$ cat src/rtl/window_accumulator.sv
// Windowed signed accumulator with saturation; presents each window total
// on a valid/ready output as one decision-tree feature.
module window_accumulator #(
   parameter int IN_WIDTH  = 8,
   parameter int ACC_WIDTH = 12,
   parameter int WINDOW    = 16,
   parameter int CNT_WIDTH = 16
) (
   input  logic                 clk,
   input  logic                 rst_n,
   input  logic                 clear,
   input  logic                 in_valid,
   output logic                 in_ready,
   input  logic [IN_WIDTH-1:0]  sample,
   output logic                 out_valid,
   input  logic                 out_ready,
   output logic [ACC_WIDTH-1:0] sum,
   output logic                 sat,
   output logic [CNT_WIDTH-1:0] count
);

   typedef enum logic {ACCUM, HOLD} state_t;

   localparam logic [ACC_WIDTH-1:0] ACC_MAX = {1'b0, {(ACC_WIDTH-1){1'b1}}};
   localparam logic [ACC_WIDTH-1:0] ACC_MIN = {1'b1, {(ACC_WIDTH-1){1'b0}}};
   localparam logic [CNT_WIDTH-1:0] LAST    = CNT_WIDTH'(WINDOW - 1);

   state_t               state;
   logic [ACC_WIDTH-1:0] acc;
   logic [ACC_WIDTH-1:0] ext;
   logic [ACC_WIDTH:0]   wide;
   logic                 ovf;
   logic [ACC_WIDTH-1:0] next_acc;
   logic                 accept;
   logic                 xfer;

   assign in_ready  = (state == ACCUM);
   assign out_valid = (state == HOLD);
   assign accept    = in_valid & in_ready;
   assign xfer      = out_valid & out_ready;

   // Top two bits of the widened sum disagree exactly on signed overflow;
   // the widened MSB is the true sign and picks the clamp direction.
   assign ext      = {{(ACC_WIDTH-IN_WIDTH){sample[IN_WIDTH-1]}}, sample};
   assign wide     = {acc[ACC_WIDTH-1], acc} + {ext[ACC_WIDTH-1], ext};
   assign ovf      = wide[ACC_WIDTH] ^ wide[ACC_WIDTH-1];
   assign next_acc = ovf ? (wide[ACC_WIDTH] ? ACC_MIN : ACC_MAX)
                         : wide[ACC_WIDTH-1:0];

   always_ff @(posedge clk) begin
      if (!rst_n) begin
         state <= ACCUM;
         acc   <= '0;
         count <= '0;
         sat   <= 1'b0;
         sum   <= '0;
      end else if (clear) begin
         state <= ACCUM;
         acc   <= '0;
         count <= '0;
         sat   <= 1'b0;
      end else begin
         unique case (state)
            ACCUM: begin
               if (accept) begin
                  sat <= sat | ovf;
                  if (count == LAST) begin
                     sum   <= next_acc;
                     acc   <= '0;
                     count <= '0;
                     state <= HOLD;
                  end else begin
                     acc   <= next_acc;
                     count <= count + CNT_WIDTH'(1);
                  end
               end
            end
            HOLD: begin
               if (xfer) begin
                  state <= ACCUM;
                  sat   <= 1'b0;
               end
            end
            default: state <= ACCUM;
         endcase
      end
   end

endmodule

$ cat config.mk
export PLATFORM = sky130hd
export DESIGN_NAME = window_accumulator
export DESIGN_NICKNAME = d
export VERILOG_FILES = /design/src/rtl/window_accumulator.sv
export SDC_FILE = /design/constraint.sdc
export NUM_CORES = 1
export LEC_CHECK = 0
export BUFFER_PORTS_ARGS = -buffer_cell sky130_fd_sc_hd__buf_2
export CORE_MARGIN = 3
export CORE_UTILIZATION = 52
export DETAILED_ROUTE_END_ITERATION = 6
export PLACE_DENSITY = 0.71
export SKIP_CTS_REPAIR_TIMING = 1
export SLEW_MARGIN = 10
export SYNTH_ARGS = -nofsm -noshare
export SYNTH_HDL_FRONTEND = slang
export SYNTH_SLANG_ARGS = --single-unit
$ cat constraint.sdc
create_clock -name clk -period 3.33 [get_ports clk]
set_input_delay 0.4995 -clock clk [delete_from_list [all_inputs] [get_ports clk]]
set_output_delay 0.4995 -clock clk [all_outputs]
set_load 0.01 [all_outputs]
==> flow_summary_export.csv, run 1 <==
group,metric,value,unit
run_status,outcome,"finished, final reports clean",
cts,ctsRootBufferMaster,"clkbuf_8",
cts,cts_tree,"done",
sta,finalHoldViolCount,0,
global_route,overflow,0,
floorplan,ios,44,
floorplan,initial_utilization,55.0,%
critical_path,path_class,"register to register",
cts,worstSkewPairLatency,300,ps
global_route,grtUsageTotal,20.6,%
synthesis,synth_area,2440,um^2
power,power_density,425,nW/um^2
sta,maxSlewViolCount,0,
synthesis,yosys_warnings,0,
sta,slew_headroom,34.0,%
synthesis,ys_types,44,
synthesis,syn-num-nets,311,
final_layout,mostFrequentLayoutCells,"nor2_1 (43), buf_2 (43), dfxtp_1 (42), a21oi_1 (33)",
floorplan,fp-row-count,24,
synthesis,ys_seq_area_share,34.4,%
synthesis,ys_ff_latch,42,
sta,fin_crit_sh,82.0,%
sta,rsz0062_at_grt,"no",
placed_design,placed_cell_area,2720,um^2
route,drcViolationCount,0,
sta,max_freq,366,MHz
critical_path,worst_setup_path_start_kind,"register",
floorplan,core_area,4440,um^2
synthesis,synth_area_leaders,"dfxtp_1 (34%), a21oi_1 (6.8%), ha_1 (6.7%)",
route,dr.first_iter.drc_count,88,
global_route,grt_pass1_wl,8830,um
sta,skew,9.65,ps
placed_design,gp_congestion,0.839,
floorplan,dieArea,5560,um^2
route,wl_per_cell,14.2,um
sta,setup_violations,0,
power,ir_worst_vdd,0.309,mV
hold_path,hold_path.class,"register to register",
synthesis,postSynthCellCount,284,
sta,finalCriticalPeriod,2730,ps
placed_design,place_hpwl,3990,um
route,via_per_inst,5.69,
cts,clockBufferDepth,2,
global_route,grt_start_max_net_pins,25,
cts,path_clk_slew,80,ps
final_layout,n_antenna_cell,0,
final_layout,fin_area,2830,um^2
final_layout,layout-drive-gt1-share,21.5,%
floorplan,die_h,74.6,um
flow_run,drv_cap,0,
synthesis,synth_area_per_cell,8.60,um^2
critical_path,worst_setup_path_end_kind,"register",
critical_path,cp_data_arrival_time,2940,ps
power,power_leakage,1.17,nW
route,antenna_left,0,
floorplan,fp.dieW,74.6,um
critical_path,required,3540,ps
global_route,grt_pass1_vias,1942,
cts,htreeDepth,2,
final_layout,fin_nets,351,
critical_path,critPathMaxFanout,23,
route,dr.pass1.iters,5,
route,vias,2145,
sta,whs,496,ps
synthesis,yosysTopAreaCell,"dfxtp_1",
cts,numCtsBuffers,5,
final_layout,area_growth,15.7,%
sta,worst_pin_slew,986,ps
global_route,antenna_found_initial,0,
sta,finalSetupTns,0,ps
synthesis,synth_top_area_share,34.4,%
placed_design,portBuffers,43,
cts,cts_sinks,42,
route,wl,5370,um
## cell families (layout without fill, tap and decap cells)
kind of cell / Yosys count / count (layout) / share of synthesized area (%)
and+or+nand+nor: 107 / 107 / 22.4
DFF: 42 / 42 / 34.4
muxes: 3 / 3 / 1.28
AOI/OAI and AO/OA: 75 / 75 / 22.9
xor gates and xnor gates: 22 / 22 / 7.89
adders and majority gates: 14 / 14 / 7.48
buffers and inverters: 21 / 62 / 3.64
## final cells by class
class,count,area [um^2]
fill,408,1620
multi-input combinational,221,1510
sequential,42,841
timing repair buffer,47,270
clock buffer,6,72.6
tap,52,65.1
clock inverter,2,37.5
inverter,7,26.3
## per-stage QoR
step           cells  util [%]  power (mW)  worst slack [ps]
2_1_floorplan    284         -       0.747               679
3_3_place_gp     369      61.1       0.809               444
3_5_place_dp     369      61.1       0.812               400
4_1_cts          377      63.6        1.21               592
5_1_grt          377      63.6        1.26               292
6_report         377      63.6        1.20               599
## per-layer routing
layer  GRT usage, %  vias to the layer above  share of wire [%]
met5              0                        -                  0
met4           7.31                        0                1.9
li1               -                     1107                  -
met2           36.7                       46                 51
met3           3.78                       10                3.5
met1           24.6                      982                 44
## power breakdown
part	switching [mW]	internal, mW	total [mW]
Clock	0.177	0.224	0.400
Combinational	0.159	0.119	0.278
Sequential	0.0111	0.512	0.523
## sequential cells by signal, summed over array words and instances, names as in the netlist
| register | cells |
|---|---|
| count | 16 |
| acc | 12 |
| sum | 12 |
| out_valid | 1 |
| sat | 1 |
## worst paths after layout
kind               start  endpoint  slack [ps]  cells past startpoint
setup / recovery  acc[0]    sum[5]         600                     11
hold / removal    sum[0]    sum[0]         500                      2
setup reg to reg  acc[0]    sum[5]         600                     11
hold reg to reg   sum[0]    sum[0]         500                      2
## critical path, stage by stage, from the launching register on
cell and delay, ps:
dfxtp_1 380, ha_1 220, inv_1 60, fa_1 390, nand2b_1 170, a21o_1 170
a311oi_1 310, o21ai_1 250, a21oi_4 200, buf_12 180, a21oi_1 50, a211oi_1 250
## Yosys cell counts (all sizes together)
| library cell | n |
|---|---|
| a21oi | 34 |
| and4 | 1 |
| xnor2 | 12 |
| nand4 | 3 |
| nand2 | 14 |
| o2bb2ai | 1 |
| nor4b | 1 |
| nor2 | 43 |
| clkbuf | 10 |
| nand3 | 10 |
| fa | 1 |
| buf | 4 |
| o21bai | 1 |
| nor4bb | 1 |
| mux2i | 2 |
| nor3 | 14 |
| nor4 | 5 |
| inv | 7 |
| a22oi | 1 |
| ha | 13 |
| nor2b | 4 |
| o211ai | 1 |
| xor2 | 10 |
| a21o | 5 |
| dfxtp | 42 |
| a21boi | 1 |
| o21ai | 3 |
| and3 | 2 |
| a221oi | 11 |
| a311oi | 1 |
| a211oi | 13 |
| mux2 | 1 |
| o21a | 2 |
| a32oi | 1 |
| and2 | 1 |
| nand2b | 7 |
| or3 | 1 |
Note: power is estimated with default switching activity, not from simulation.
==> run 2, diff against run 1 <==
--- a/config.mk
+++ b/config.mk
@@ -7,9 +7,9 @@
 export LEC_CHECK = 0
 export BUFFER_PORTS_ARGS = -buffer_cell sky130_fd_sc_hd__buf_2
 export CORE_MARGIN = 3
-export CORE_UTILIZATION = 52
+export CORE_UTILIZATION = 50
 export DETAILED_ROUTE_END_ITERATION = 6
-export PLACE_DENSITY = 0.71
+export PLACE_DENSITY = 0.72
 export SKIP_CTS_REPAIR_TIMING = 1
 export SLEW_MARGIN = 10
 export SYNTH_ARGS = -nofsm -noshare
==> constraint.sdc (replaced) <==
create_clock -name clk -period 2.5 [get_ports clk]
set_input_delay 0.375 -clock clk [delete_from_list [all_inputs] [get_ports clk]]
set_output_delay 0.375 -clock clk [all_outputs]
set_load 0.01 [all_outputs]
==> run 2 against run 1 <==
  * The run now ends with negative setup slack left
  * Worst setup slack got worse by 680 ps
  * Wire length rose by 17%
  * Worst hold slack got worse by 130 ps
  * Clock power rose by 33%
  * Global-route usage fell by 0.65 points
  * Via count rose by 9.8%
  * Critical path type unchanged
==> flow_summary_export.csv, run 2 (same netlist as run 1, synthesis figures left out) <==
group,metric,value,unit
placed_design,portBuffers,43,
sta,setup_violations,18,
global_route,grt_pass1_vias,2087,
sta,slew_headroom,30.4,%
sta,max_freq,387,MHz
critical_path,path_class,"register to register",
floorplan,core_area,4530,um^2
cts,cts_tree,"done",
power,power_leakage,1.37,nW
critical_path,r2r_start,"acc[0]",
floorplan,fp-row-count,24,
global_route,grtUsageTotal,19.9,%
sta,finalCriticalPeriod,2590,ps
global_route,grt_start_max_net_pins,28,
sta,maxSlewViolCount,0,
final_layout,top_register,"count",
placed_design,gp_congestion,0.867,
route,dr.pass1.iters,4,
hold_path,hp-start,"out_ready",
critical_path,rr_worst_depth,11,
sta,finalHoldViolCount,0,
power,power,1.75,mW
final_layout,mostFrequentLayoutCells,"nor2_1 (43), buf_2 (43), dfxtp_1 (41), a21oi_1 (27), buf_4 (27)",
sta,fin_crit_sh,103,%
floorplan,ios,44,
sta,fin_ws,-86.2,ps
final_layout,n_antenna_cell,0,
global_route,grt_pass1_wl,9610,um
sta,worst_pin_slew,1040,ps
critical_path,reg2reg_slack,-90,ps
floorplan,dieArea,5760,um^2
hold_path,whs_path_depth,3,
global_route,antenna_found_initial,0,
final_layout,area_growth,32.9,%
hold_path,holdPathEnd,"out_valid",
cts,worstSkewPairLatency,290,ps
placed_design,dpl_worst_slack,-166,ps
route,via_per_inst,5.61,
power,power_density,540,nW/um^2
critical_path,worst_setup_path_end_kind,"register",
sta,rsz0062_at_grt,"yes",
route,wl_per_cell,14.9,um
run_status,outcome,"finished, violations left",
final_layout,top_regs,"count x16, acc x12, sum x12",
placed_design,place_hpwl,4240,um
critical_path,worstReg2RegEnd,"sum[1]",
route,vias,2356,
route,antenna_left,0,
flow_run,drv_cap,0,
cts,numCtsBuffers,5,
critical_path,worst_setup_path_start_kind,"register",
route,dr.first_iter.drc_count,154,
final_layout,layout-drive-gt1-share,33.5,%
critical_path,critPathMaxFanout,6,
cts,path_clk_slew,80,ps
power,ir_worst_vdd,0.465,mV
critical_path,cp_data_arrival_time,2780,ps
critical_path,required,2690,ps
route,drcViolationCount,0,
run_status,violations,"negative setup slack",
hold_path,hold_path.class,"input pin to register",
floorplan,die_h,75.9,um
sta,skew,8.32,ps
cts,clockBufferDepth,2,
floorplan,initial_utilization,53.9,%
final_layout,largest_reg_flops,16,
route,wl,6260,um
floorplan,fp.dieW,75.9,um
cts,htreeDepth,2,
cts,ctsRootBufferMaster,"clkbuf_8",
cts,cts_sinks,42,
global_route,overflow,0,
final_layout,fin_nets,381,
==> run 2: power breakdown <==
part | switching (mW) | internal [mW]
registers | 0.0149 | 0.683
clock network | 0.234 | 0.298
logic | 0.267 | 0.257
==> run 2: final cells by class <==
type | instances | area, um^2
tap | 65 | 81.3
sequential | 42 | 842
clock inverter | 2 | 37.5
multi-input combinational | 221 | 1630
fill | 354 | 1290
timing repair buffer | 77 | 556
inverter | 7 | 26.3
clock buffer | 6 | 72.6
==> run 2: how the worst max path moves through the flow <==
stage,from,end,slack (ps)
after floorplan,sample[0],sum[5],60
after global placement,sample[0],sum[7],-130
after detailed placement,sample[0],sum[5],-170
after CTS,acc[0],sum[3],-60
after global routing,acc[5],acc[1],-160
final,acc[0],sum[1],-90
==> run 2: through the flow <==
stage	hold slack, ps	util, %	cell area, um^2	TNS (ps)	cells
finish	366	71.6	3250	-650	420
floorplan	458	-	2450	0	284
detailed placement	449	64.0	2900	-2780	403
CTS	363	66.4	3010	-476	411
global placement	444	64.0	2900	-1770	403
global route	361	71.6	3250	-2750	420
==> run 2: critical path, stage by stage, from the launching register on <==
cell and delay, ps:
dfxtp_2 360, ha_4 140, inv_2 40, fa_2 360, nand2b_4 150, a21o_1 190, a311oi_2 350, o21ai_2 150
a21oi_4 310, buf_12 160, a21oi_1 40, a211oi_1 240
==> run 2: metal layers <==
metal / share of wire, % / up-vias / GRT usage (%)
met3: 5.3 / 7 / 4.27
met4: 0.80 / 0 / 5.25
met1: 44 / 1110 / 25.7
li1: - / 1171 / -
met5: 0 / - / 0
met2: 50 / 68 / 34.0
==> run 3, diff against run 2 <==
--- a/config.mk
+++ b/config.mk
@@ -7,9 +7,10 @@
 export LEC_CHECK = 0
 export BUFFER_PORTS_ARGS = -buffer_cell sky130_fd_sc_hd__buf_2
 export CORE_MARGIN = 3
-export CORE_UTILIZATION = 50
+export CORE_UTILIZATION = 52
 export DETAILED_ROUTE_END_ITERATION = 6
-export PLACE_DENSITY = 0.72
+export PLACE_DENSITY = 0.71
+export RECOVER_POWER = 25
 export SKIP_CTS_REPAIR_TIMING = 1
 export SLEW_MARGIN = 10
 export SYNTH_ARGS = -nofsm -noshare
==> constraint.sdc (replaced) <==
create_clock -name clk -period 3.1 [get_ports clk]
set_input_delay 0.465 -clock clk [delete_from_list [all_inputs] [get_ports clk]]
set_output_delay 0.465 -clock clk [all_outputs]
set_load 0.01 [all_outputs]
==> run 3 against run 2 <==
  * The flow now finishes without violations
  * Die area down 3.6%
  * Sequential cell count unchanged
  * Clock-buffer cell count unchanged
  * Final cell count is 10% lower
  * Highest routed layer unchanged
  * Via count down 7.0%
==> flow_summary_export.csv, run 3 (same netlist as run 1, synthesis figures left out) <==
group,metric,value,unit
floorplan,die_h,74.6,um
cts,ctsRootBufferMaster,"clkbuf_8",
final_layout,fin_area,2800,um^2
critical_path,reg2reg_slack,310,ps
floorplan,ios,44,
floorplan,dieArea,5560,um^2
cts,htreeDepth,2,
placed_design,gp_congestion,0.910,
sta,whs,473,ps
critical_path,worst_setup_path_start_kind,"register",
critical_path,worstReg2RegEnd,"sum[5]",
sta,finalHoldViolCount,0,
power,power_leakage,1.10,nW
hold_path,hp-start,"out_ready",
route,antenna_left,0,
route,via_per_inst,5.80,
final_layout,top_register,"count",
critical_path,rr_worst_depth,11,
critical_path,path_class,"register to register",
placed_design,portBuffers,43,
global_route,grt_pass1_vias,1941,
critical_path,critPathMaxFanout,18,
final_layout,n_antenna_cell,0,
cts,worstSkewPairLatency,290,ps
final_layout,fin_nets,353,
sta,skew,7.86,ps
final_layout,layout-drive-gt1-share,16.6,%
final_layout,top_regs,"count x16, acc x12, sum x12",
final_layout,final_cell_count_no_fill,378,
route,wl_per_cell,14.7,um
cts,numCtsBuffers,5,
final_layout,final_common_cell,"nor2_1",
route,drcViolationCount,0,
floorplan,initial_utilization,55.0,%
route,dr.pass1.iters,4,
cts,clockBufferDepth,2,
final_layout,largest_reg_flops,16,
sta,finalCriticalPeriod,2790,ps
sta,setup_violations,0,
sta,max_freq,358,MHz
sta,worst_pin_slew,991,ps
critical_path,worst_setup_path_end_kind,"register",
placed_design,dp.cells,371,
sta,rsz0062_at_grt,"no",
hold_path,holdPathEnd,"out_valid",
flow_run,drv_cap,0,
power,power_density,466,nW/um^2
global_route,antenna_found_initial,0,
global_route,grt_pass1_wl,8690,um
route,vias,2191,
critical_path,r2r_start,"acc[0]",
run_status,outcome,"finished, final reports clean",
placed_design,placed_cell_area,2710,um^2
final_layout,mostFrequentLayoutCells,"nor2_1 (43), dfxtp_1 (42), a21oi_1 (33), buf_2 (25), clkbuf_1 (18)",
floorplan,fp-row-count,24,
critical_path,cp_data_arrival_time,3000,ps
placed_design,place_hpwl,4120,um
hold_path,hold_path.class,"input pin to register",
sta,maxSlewViolCount,0,
sta,slew_headroom,33.7,%
global_route,grtUsageTotal,20.3,%
hold_path,whs_path_depth,3,
final_layout,area_growth,14.4,%
cts,path_clk_slew,80,ps
sta,finalSetupTns,0,ps
sta,fin_crit_sh,90.1,%
power,ir_worst_vdd,0.400,mV
global_route,overflow,0,
route,dr.first_iter.drc_count,87,
global_route,grt_start_max_net_pins,25,
critical_path,required,3310,ps
route,wl,5570,um
floorplan,fp.dieW,74.6,um
cts,cts_tree,"done",
cts,cts_sinks,42,
floorplan,core_area,4440,um^2
[run 3: power by group]
| group | internal [mW] | switching (mW) | total, mW |
|---|---|---|---|
| combinational | 0.122 | 0.175 | 0.298 |
| clock | 0.258 | 0.186 | 0.443 |
| sequential | 0.550 | 0.0111 | 0.561 |
[run 3: how the worst max path moves through the flow]
stage                     slack (ps)  cells past startpoint      end      start
after floorplan                  480                     11   sum[5]  sample[0]
after global placement           270                     12  sum[10]  sample[0]
after detailed placement         170                     12  sum[10]  sample[0]
after CTS                        320                     11  sum[10]     acc[0]
after global routing              60                     11   sum[4]     acc[0]
final                            310                     11   sum[5]     acc[0]
[run 3: metrics by stage]
| stage | setup WS (ps) | utilization (%) | power [mW] |
|---|---|---|---|
| 5_1_grt | 61.3 | 62.9 | 1.36 |
| 3_5_place_dp | 171 | 60.9 | 0.869 |
| 3_3_place_gp | 269 | 60.9 | 0.865 |
| 6_report | 306 | 62.9 | 1.30 |
| 2_1_floorplan | 483 | - | 0.803 |
| 4_1_cts | 316 | 63.4 | 1.31 |
[run 3: final cells by class]
cell class                 count  area [um^2]
fill                         422         1650
multi-input combinational    221         1510
sequential                    42          841
timing repair buffer          49          238
clock buffer                   6         82.6
tap                           52         65.1
clock inverter                 1         30.0
inverter                       7         26.3
[run 3: worst max-delay path, stage by stage (launching register included)]
cell	delay, ps
dfxtp_1	380
ha_1	230
inv_1	70
fa_1	390
nand2b_1	180
a21o_1	170
a311oi_1	300
o21ai_1	250
a21oi_4	180
buf_4	260
a21oi_1	70
a211oi_1	230
[run 3: layer usage]
metal  routed length (um)  share of wire (%)  track usage, %  up-vias
li1                     -                  -               -     1112
met1                 2460                 44            24.7     1003
met2                 2710                 49            35.1       61
met3                  244                4.4            3.78       15
met4                  155                2.8            7.91        0
met5                    0                  0               0        -
